===== config.mk =====
export PLATFORM = sky130hd
export DESIGN_NAME = hi_read_tx_gen
export DESIGN_NICKNAME = d
export VERILOG_FILES = /design/src/rtl/hi_tx_pkg.sv /design/src/rtl/hi_adc_avg.sv /design/src/rtl/hi_read_tx_gen.sv
export SDC_FILE = /design/constraint.sdc
export NUM_CORES = 1
export LEC_CHECK = 0
export CELL_PAD_IN_SITES_DETAIL_PLACEMENT = 0
export CELL_PAD_IN_SITES_GLOBAL_PLACEMENT = 2
export CORE_MARGIN = 10
export CORE_UTILIZATION = 30
export DETAILED_ROUTE_END_ITERATION = 12
export PLACE_DENSITY_LB_ADDON = 0.3
export SLEW_MARGIN = 20
export SYNTH_ARGS = -nofsm -noshare
export SYNTH_HDL_FRONTEND = slang
export SYNTH_SLANG_ARGS = --single-unit

===== constraint.sdc =====
create_clock -name ck_1356meg -period 1.8 [get_ports ck_1356meg]
set_clock_uncertainty 0.05 [all_clocks]
set_input_delay 0.54 -clock ck_1356meg [delete_from_list [all_inputs] [get_ports ck_1356meg]]
set_output_delay 0.54 -clock ck_1356meg [all_outputs]
set_load 0.05 [all_outputs]

===== src/rtl/hi_tx_pkg.sv =====
// Shared definitions for the HF reader-transmit front end: modulation depth
// encoding used by the mode request input and the coil driver mux.
package hi_tx_pkg;

  typedef enum logic [1:0] {
    MOD_FULL         = 2'd0,
    MOD_SHALLOW      = 2'd1,
    MOD_DEEP_SHALLOW = 2'd2,
    MOD_CW           = 2'd3
  } mod_mode_e;

endpackage


===== src/rtl/hi_adc_avg.sv =====
// ADC sample strobe and block averager: sums 2^AVG_LOG2 consecutive samples
// and publishes the truncated mean; the window restarts without losing a sample.
module hi_adc_avg import hi_tx_pkg::*; #(
  parameter int ADC_DIV_LOG2 = 1,
  parameter int DATA_W       = 8,
  parameter int AVG_LOG2     = 0
) (
  input  logic                    i_clk,
  input  logic                    i_rst,
  input  logic [ADC_DIV_LOG2-1:0] i_div_nxt,
  input  logic [DATA_W-1:0]       i_adc_d,
  output logic [DATA_W-1:0]       o_avg_q
);

  localparam int ACC_W = DATA_W + AVG_LOG2;
  localparam int CNT_W = (AVG_LOG2 > 0) ? AVG_LOG2 : 1;
  localparam logic [CNT_W-1:0] CNT_LOAD = CNT_W'((1 << AVG_LOG2) - 1);

  logic             w_strobe;
  logic [ACC_W-1:0] w_sum;
  logic [ACC_W-1:0] r_acc;
  logic [CNT_W-1:0] r_cnt;
  logic [DATA_W-1:0] r_avg_q;

  // Sample on the cycle the ADC divider bits wrap to zero.
  assign w_strobe = (i_div_nxt == '0);
  assign w_sum    = r_acc + ACC_W'(i_adc_d);

  always_ff @(posedge i_clk or posedge i_rst) begin
    if (i_rst) begin
      r_acc   <= '0;
      r_cnt   <= CNT_LOAD;
      r_avg_q <= '0;
    end else if (w_strobe) begin
      if (r_cnt == '0) begin
        r_avg_q <= DATA_W'(w_sum >> AVG_LOG2);
        r_acc   <= '0;
        r_cnt   <= CNT_LOAD;
      end else begin
        r_acc <= w_sum;
        r_cnt <= r_cnt - CNT_W'(1);
      end
    end
  end

  assign o_avg_q = r_avg_q;

endmodule


===== src/rtl/hi_read_tx_gen.sv =====
// HF reader-transmit front end: SSP clock/frame generation, MSB-first serial
// upload of averaged ADC values, and frame-aligned modulation depth selection.
module hi_read_tx_gen import hi_tx_pkg::*; #(
  parameter int SSP_DIV_LOG2 = 4,
  parameter int ADC_DIV_LOG2 = 1,
  parameter int DATA_W       = 8,
  parameter int FRAME_BITS   = 8,
  parameter int AVG_LOG2     = 0
) (
  input  logic              ck_1356meg,
  input  logic              reset,
  input  logic              ck_1356megb,
  input  logic [DATA_W-1:0] adc_d,
  input  logic [1:0]        mod_mode,
  input  logic              ssp_dout,
  output logic              adc_clk,
  output logic              ssp_clk,
  output logic              ssp_frame,
  output logic              ssp_din,
  output logic              pwr_hi,
  output logic              pwr_lo,
  output logic              pwr_oe1,
  output logic              pwr_oe2,
  output logic              pwr_oe3,
  output logic              pwr_oe4,
  output logic              dbg
);

  localparam int BIT_W = (FRAME_BITS > 1) ? $clog2(FRAME_BITS) : 1;
  localparam logic [SSP_DIV_LOG2-1:0] DIV_HALF = {1'b1, {(SSP_DIV_LOG2-1){1'b0}}};
  localparam logic [BIT_W-1:0] BIT_LAST = BIT_W'(FRAME_BITS - 1);

  logic [SSP_DIV_LOG2-1:0] r_div_cnt;
  logic [SSP_DIV_LOG2-1:0] w_div_nxt;
  logic [BIT_W-1:0]        r_bit_cnt;
  logic [DATA_W-1:0]       r_shift;
  logic [DATA_W-1:0]       w_avg_q;
  logic                    r_ssp_clk;
  logic                    r_adc_clk;
  logic                    r_ssp_din;
  logic                    r_ssp_frame;
  logic                    r_mod_q;
  mod_mode_e               r_mode_q;
  logic                    w_rise;
  logic                    w_bit_end;
  logic                    w_frame_end;

  assign w_div_nxt   = r_div_cnt + SSP_DIV_LOG2'(1);
  assign w_rise      = (w_div_nxt == DIV_HALF);
  assign w_bit_end   = (w_div_nxt == '0);
  assign w_frame_end = (r_bit_cnt == BIT_LAST);

  hi_adc_avg #(
    .ADC_DIV_LOG2 (ADC_DIV_LOG2),
    .DATA_W       (DATA_W),
    .AVG_LOG2     (AVG_LOG2)
  ) u_adc_avg (
    .i_clk     (ck_1356meg),
    .i_rst     (reset),
    .i_div_nxt (w_div_nxt[ADC_DIV_LOG2-1:0]),
    .i_adc_d   (adc_d),
    .o_avg_q   (w_avg_q)
  );

  // Clock outputs are registered from the next divider value so they stay
  // phase-aligned with r_div_cnt; ssp_din therefore moves with ssp_clk falling.
  always_ff @(posedge ck_1356meg or posedge reset) begin
    if (reset) begin
      r_div_cnt   <= '0;
      r_bit_cnt   <= BIT_LAST;
      r_shift     <= '0;
      r_ssp_clk   <= 1'b0;
      r_adc_clk   <= 1'b0;
      r_ssp_din   <= 1'b0;
      r_ssp_frame <= 1'b0;
      r_mod_q     <= 1'b0;
      r_mode_q    <= MOD_FULL;
    end else begin
      r_div_cnt <= w_div_nxt;
      r_ssp_clk <= w_div_nxt[SSP_DIV_LOG2-1];
      r_adc_clk <= w_div_nxt[ADC_DIV_LOG2-1];
      if (w_rise) begin
        r_mod_q <= ssp_dout;
      end
      if (w_bit_end) begin
        if (w_frame_end) begin
          r_bit_cnt   <= '0;
          r_shift     <= w_avg_q << 1;
          r_ssp_din   <= w_avg_q[DATA_W-1];
          r_ssp_frame <= 1'b1;
          r_mode_q    <= mod_mode_e'(mod_mode);
        end else begin
          r_bit_cnt   <= r_bit_cnt + BIT_W'(1);
          r_ssp_din   <= r_shift[DATA_W-1];
          r_shift     <= r_shift << 1;
          r_ssp_frame <= 1'b0;
        end
      end
    end
  end

  always_comb begin
    pwr_hi  = ck_1356megb;
    pwr_oe1 = 1'b0;
    pwr_oe2 = 1'b0;
    pwr_oe3 = 1'b0;
    pwr_oe4 = 1'b0;
    case (r_mode_q)
      MOD_FULL:         pwr_hi = ck_1356megb & ~r_mod_q;
      MOD_SHALLOW:      pwr_oe4 = r_mod_q;
      MOD_DEEP_SHALLOW: begin
        pwr_oe1 = r_mod_q;
        pwr_oe4 = r_mod_q;
      end
      default: ;
    endcase
  end

  assign pwr_lo    = 1'b0;
  assign adc_clk   = r_adc_clk;
  assign ssp_clk   = r_ssp_clk;
  assign ssp_frame = r_ssp_frame;
  assign ssp_din   = r_ssp_din;
  assign dbg       = r_ssp_frame;

endmodule


==> impl_summary.log <==
INFO  metric swShare = 0.220
INFO  metric first_pass_grt_wire_length = 4300 um
INFO  metric ir_worst_vdd = roughly 0.34 mV
INFO  metric hpwl = 1880 um
INFO  metric gr_util_all_layers = 0.0705
INFO  metric slowest_delay = approximately 0.40 ns
INFO  metric cts.htree.levels = 1
INFO  metric core.rowCount = 23
INFO  metric critPathSlowestCell = sky130_fd_sc_hd__dfrtp_1
INFO  metric die-area = 7350 sq um
INFO  metric dr_total_vias = 832
INFO  metric hp-class = primary input to async pin
INFO  metric power.internal = 0.814 mW
INFO  metric detail_route.wirelength = approximately 2500 um
INFO  metric final_cell_area = between 1500 and 2000 sq um
INFO  metric power_switching = around 0.23 mW
INFO  metric wire_per_inst = 13.7 um
INFO  metric clk_root_buffer_cell = sky130_fd_sc_hd__clkbuf_8
INFO  metric worst-setup-path-type = flop to output port
INFO  metric synth-warning-count = 0
INFO  metric vias_in_the_first_global_route = around 900
INFO  metric globalRouteOverflowTotal = 0
INFO  metric cts_made_buffers = 3
INFO  metric synth.distinct_cells = 26
INFO  metric fillCellCount = 398
INFO  metric setup.worst_path.end_class = output port
INFO  metric placement.cell_area = 1670 sq um
INFO  metric worst_r2r_path_depth = 6
INFO  metric cts_hold_repair.buffers = 0
INFO  metric worst_setup_hold_path_clk_slew = 0.09 ns
INFO  metric cts_max_path_buffers = 2
INFO  metric violations = negative setup slack
INFO  metric final-hold-violation-count = 0
INFO  metric final-setup-viol-count = 2
INFO  metric count_of_boundary_i_o_pins = 25
INFO  metric share_of_final_layout_standard_cells_stronger_than_drive_strength_1 = 0.388
INFO  metric hold-worst-slack = 0.451 ns
INFO  metric min_period_over_period = 1.02
INFO  metric power_frac_clock = 0.328
INFO  metric timing.final.ws_setup = -0.0357 ns
INFO  metric clock_insertion_delay_at_the_later_pin_of_the_skew_report = about 0.27 ns
INFO  metric timing.critical_path.cells = buf_4, ha_2, and2_4, buf_12
INFO  metric synthDominantAreaCellType = sky130_fd_sc_hd__dfrtp_1
INFO  metric post-synth-top-count-cell = sky130_fd_sc_hd__dfrtp_1
INFO  metric syn_area = 1300 sq um
INFO  metric postSynthRegisterBits = 27
INFO  metric register_area_share_after_synthesis = 0.524
INFO  metric share_comb_of_total_power = 0.075
INFO  metric synth_commonest_cells = sky130_fd_sc_hd__dfrtp_1, sky130_fd_sc_hd__a21oi_1, sky130_fd_sc_hd__mux2_2
INFO  metric tritoncts = yes
INFO  metric post_synth.cell_area_avg = 12.1 sq um
INFO  metric synth_edf_count = 0
INFO  metric totalPowerFinal = 1.04 mW
INFO  metric grt_setup_unrepaired = yes
INFO  metric fp.dieH = 85.7 um
INFO  metric rrSetupSlack = 0.06 ns
INFO  metric netlist_instances = 107
INFO  metric power.density_cell_area = 593 nW/um^2
INFO  metric max-cap-violations = 0
INFO  metric placement.setup.worst_slack = -0.204 ns
INFO  metric post-route-drc-count = 0
INFO  metric timing.rr.start = r_div_cnt[1]
INFO  metric gpl.final_weighted_congestion = ~0.71
INFO  metric critPathArrivalTime = 1.25 ns
INFO  metric synth_top_area_share = 0.463
INFO  metric num-nets-final = 155
INFO  metric async_reset_ff_frac = 1.00
INFO  metric ant_nets = 0
INFO  metric status = complete, but fails checks
INFO  metric crit-reg2reg-capture = dbg
INFO  metric synthFlopType = sky130_fd_sc_hd__dfrtp_1
INFO  metric first_pass_iters = 4
INFO  metric grt_max_degree = 17
INFO  metric via_per_inst = 4.52
INFO  metric seqPwrFrac = 0.597
INFO  metric syn2layout_area_growth = 35.6%
INFO  metric grt_antenna_before_repair = 0
INFO  metric period_needed = 1.84 ns
INFO  metric tritoncts_num_sinks = 27
INFO  metric count_of_antenna_diodes_in_the_layout = 0
INFO  metric drtIter0Drc = 19
INFO  metric timing.final.max_slew_violations = 0
INFO  metric max_freq = 545 MHz
INFO  metric synth.top_cells.by_area = sky130_fd_sc_hd__dfrtp_1, sky130_fd_sc_hd__mux2_2, sky130_fd_sc_hd__dfstp_2, sky130_fd_sc_hd__ha_1, sky130_fd_sc_hd__a21oi_1
INFO  metric floorplan.initialDensity = 0.317
INFO  metric worst-path-max-fanout = 2
INFO  metric utilization = 0.430
INFO  metric cp-start-kind = flop
INFO  metric power.leakage = 0.750 nW
INFO  metric critical_path_required = 1.21 ns
INFO  metric dieWidth = roughly 86 um
INFO  metric io_buffer_count = 21
INFO  metric coreArea = 4090 sq um
==> stage by stage <==
| stage | TNS [ns] | instances |
|---|---|---|
| floorplan | -0.417 | 109 |
| global placement | -0.201 | 179 |
| detailed placement | -0.204 | 179 |
| CTS | -0.0843 | 184 |
| global route | -0.153 | 184 |
| finish | -0.0649 | 184 |
==> power by group through the flow <==
stage	combinational (mW)	clock [mW]	sequential, mW
3_5_place_dp	0.0786	0	0.634
3_3_place_gp	0.0772	0	0.634
2_1_floorplan	0.0422	0	0.632
5_1_grt	0.0848	0.385	0.625
4_1_cts	0.0797	0.362	0.623
6_report	0.0779	0.342	0.623
==> layout make-up <==
type / count / area (sq um) / share of cell area
tap: 50 / 62.6 / 0.0356
sequential: 27 / 681 / 0.387
timing repair buffer: 29 / 349 / 0.199
clock inverter: 1 / 7.51 / 0.00427
multi-input combinational: 69 / 598 / 0.340
clock buffer: 3 / 41.3 / 0.0235
inverter: 5 / 18.8 / 0.0107
==> how the worst max path moves through the flow <==
stage	startpoint	endpoint	cells after the start
2_1_floorplan	r_div_cnt[0]	dbg	7
3_3_place_gp	ck_1356megb	pwr_hi	3
3_5_place_dp	ck_1356megb	pwr_hi	3
4_1_cts	r_mode_q[1]	pwr_oe1	4
5_1_grt	r_mode_q[1]	pwr_oe4	4
6_report	r_mode_q[1]	pwr_oe1	4
==> timing repair <==
action                                  CTS  global route
pin swaps                                 1             1
resized for setup                         9             3
endpoints found under the setup margin    2             5
buffers inserted                          1             0
==> metal layers <==
layer | wire [um] | track usage
met1 | 1180 | 0.0844
met2 | 1210 | 0.117
met3 | 99 | 0.0218
met4 | 19 | 0.0225
met5 | 0 | 0
==> flip-flops by register name (all words and copies together), names as in the netlist <==
signal	cells
r_shift	7
dbg	1
r_bit_cnt	3
u_adc_avg.o_avg_q	8
r_mode_q	2
ssp_din	1
r_mod_q	1
r_div_cnt	4
==> worst max-delay path, delay by kind of cell, from the launching register on <==
family	cells	cell delay, ns
buffers and inverters	2	0.28
and+or+nand+nor	1	0.15
adders and majority gates	1	0.15
DFF	1	0.40
==> cells by family after synthesis <==
family | after synthesis | share of synthesized area
AO/OA/AOI/OAI | 22 | 0.106
XOR/XNOR | 2 | 0.0135
adder cells (fa/ha/maj) | 6 | 0.0579
buffers and inverters | 13 | 0.0608
flip-flops | 27 | 0.524
multiplexers | 20 | 0.173
other | 1 | 0.00289
AND/OR/NAND/NOR | 16 | 0.0618
==> cell usage in the layout, fill, tap and decap left out <==
master	count
sky130_fd_sc_hd__ha_4	2
sky130_fd_sc_hd__clkinvlp_4	1
sky130_fd_sc_hd__dfstp_2	3
sky130_fd_sc_hd__nor2_1	3
sky130_fd_sc_hd__o21ai_2	1
sky130_fd_sc_hd__a21boi_4	1
sky130_fd_sc_hd__nand3b_1	1
sky130_fd_sc_hd__mux2_4	2
sky130_fd_sc_hd__a31o_2	1
sky130_fd_sc_hd__xor2_1	1
sky130_fd_sc_hd__ha_2	2
sky130_fd_sc_hd__nand3_1	1
sky130_fd_sc_hd__mux2_2	11
sky130_fd_sc_hd__ha_1	2
sky130_fd_sc_hd__or3_1	1
sky130_fd_sc_hd__o22ai_4	1
sky130_fd_sc_hd__a21oi_2	1
sky130_fd_sc_hd__mux2i_1	7
sky130_fd_sc_hd__buf_4	8
sky130_fd_sc_hd__inv_1	3
sky130_fd_sc_hd__dfrtp_1	23
sky130_fd_sc_hd__buf_12	8
sky130_fd_sc_hd__dlygate4sd2_1	1
sky130_fd_sc_hd__nand2_1	6
sky130_fd_sc_hd__xnor2_1	1
sky130_fd_sc_hd__dfrtp_2	1
sky130_fd_sc_hd__a21oi_1	14
sky130_fd_sc_hd__clkbuf_8	3
sky130_fd_sc_hd__clkdlybuf4s50_1	12
sky130_fd_sc_hd__a21boi_0	1
sky130_fd_sc_hd__o21ai_0	2
sky130_fd_sc_hd__and2_4	4
sky130_fd_sc_hd__conb_1	3
sky130_fd_sc_hd__inv_2	2
No activity file was read; power rests on OpenSTA's default activity.
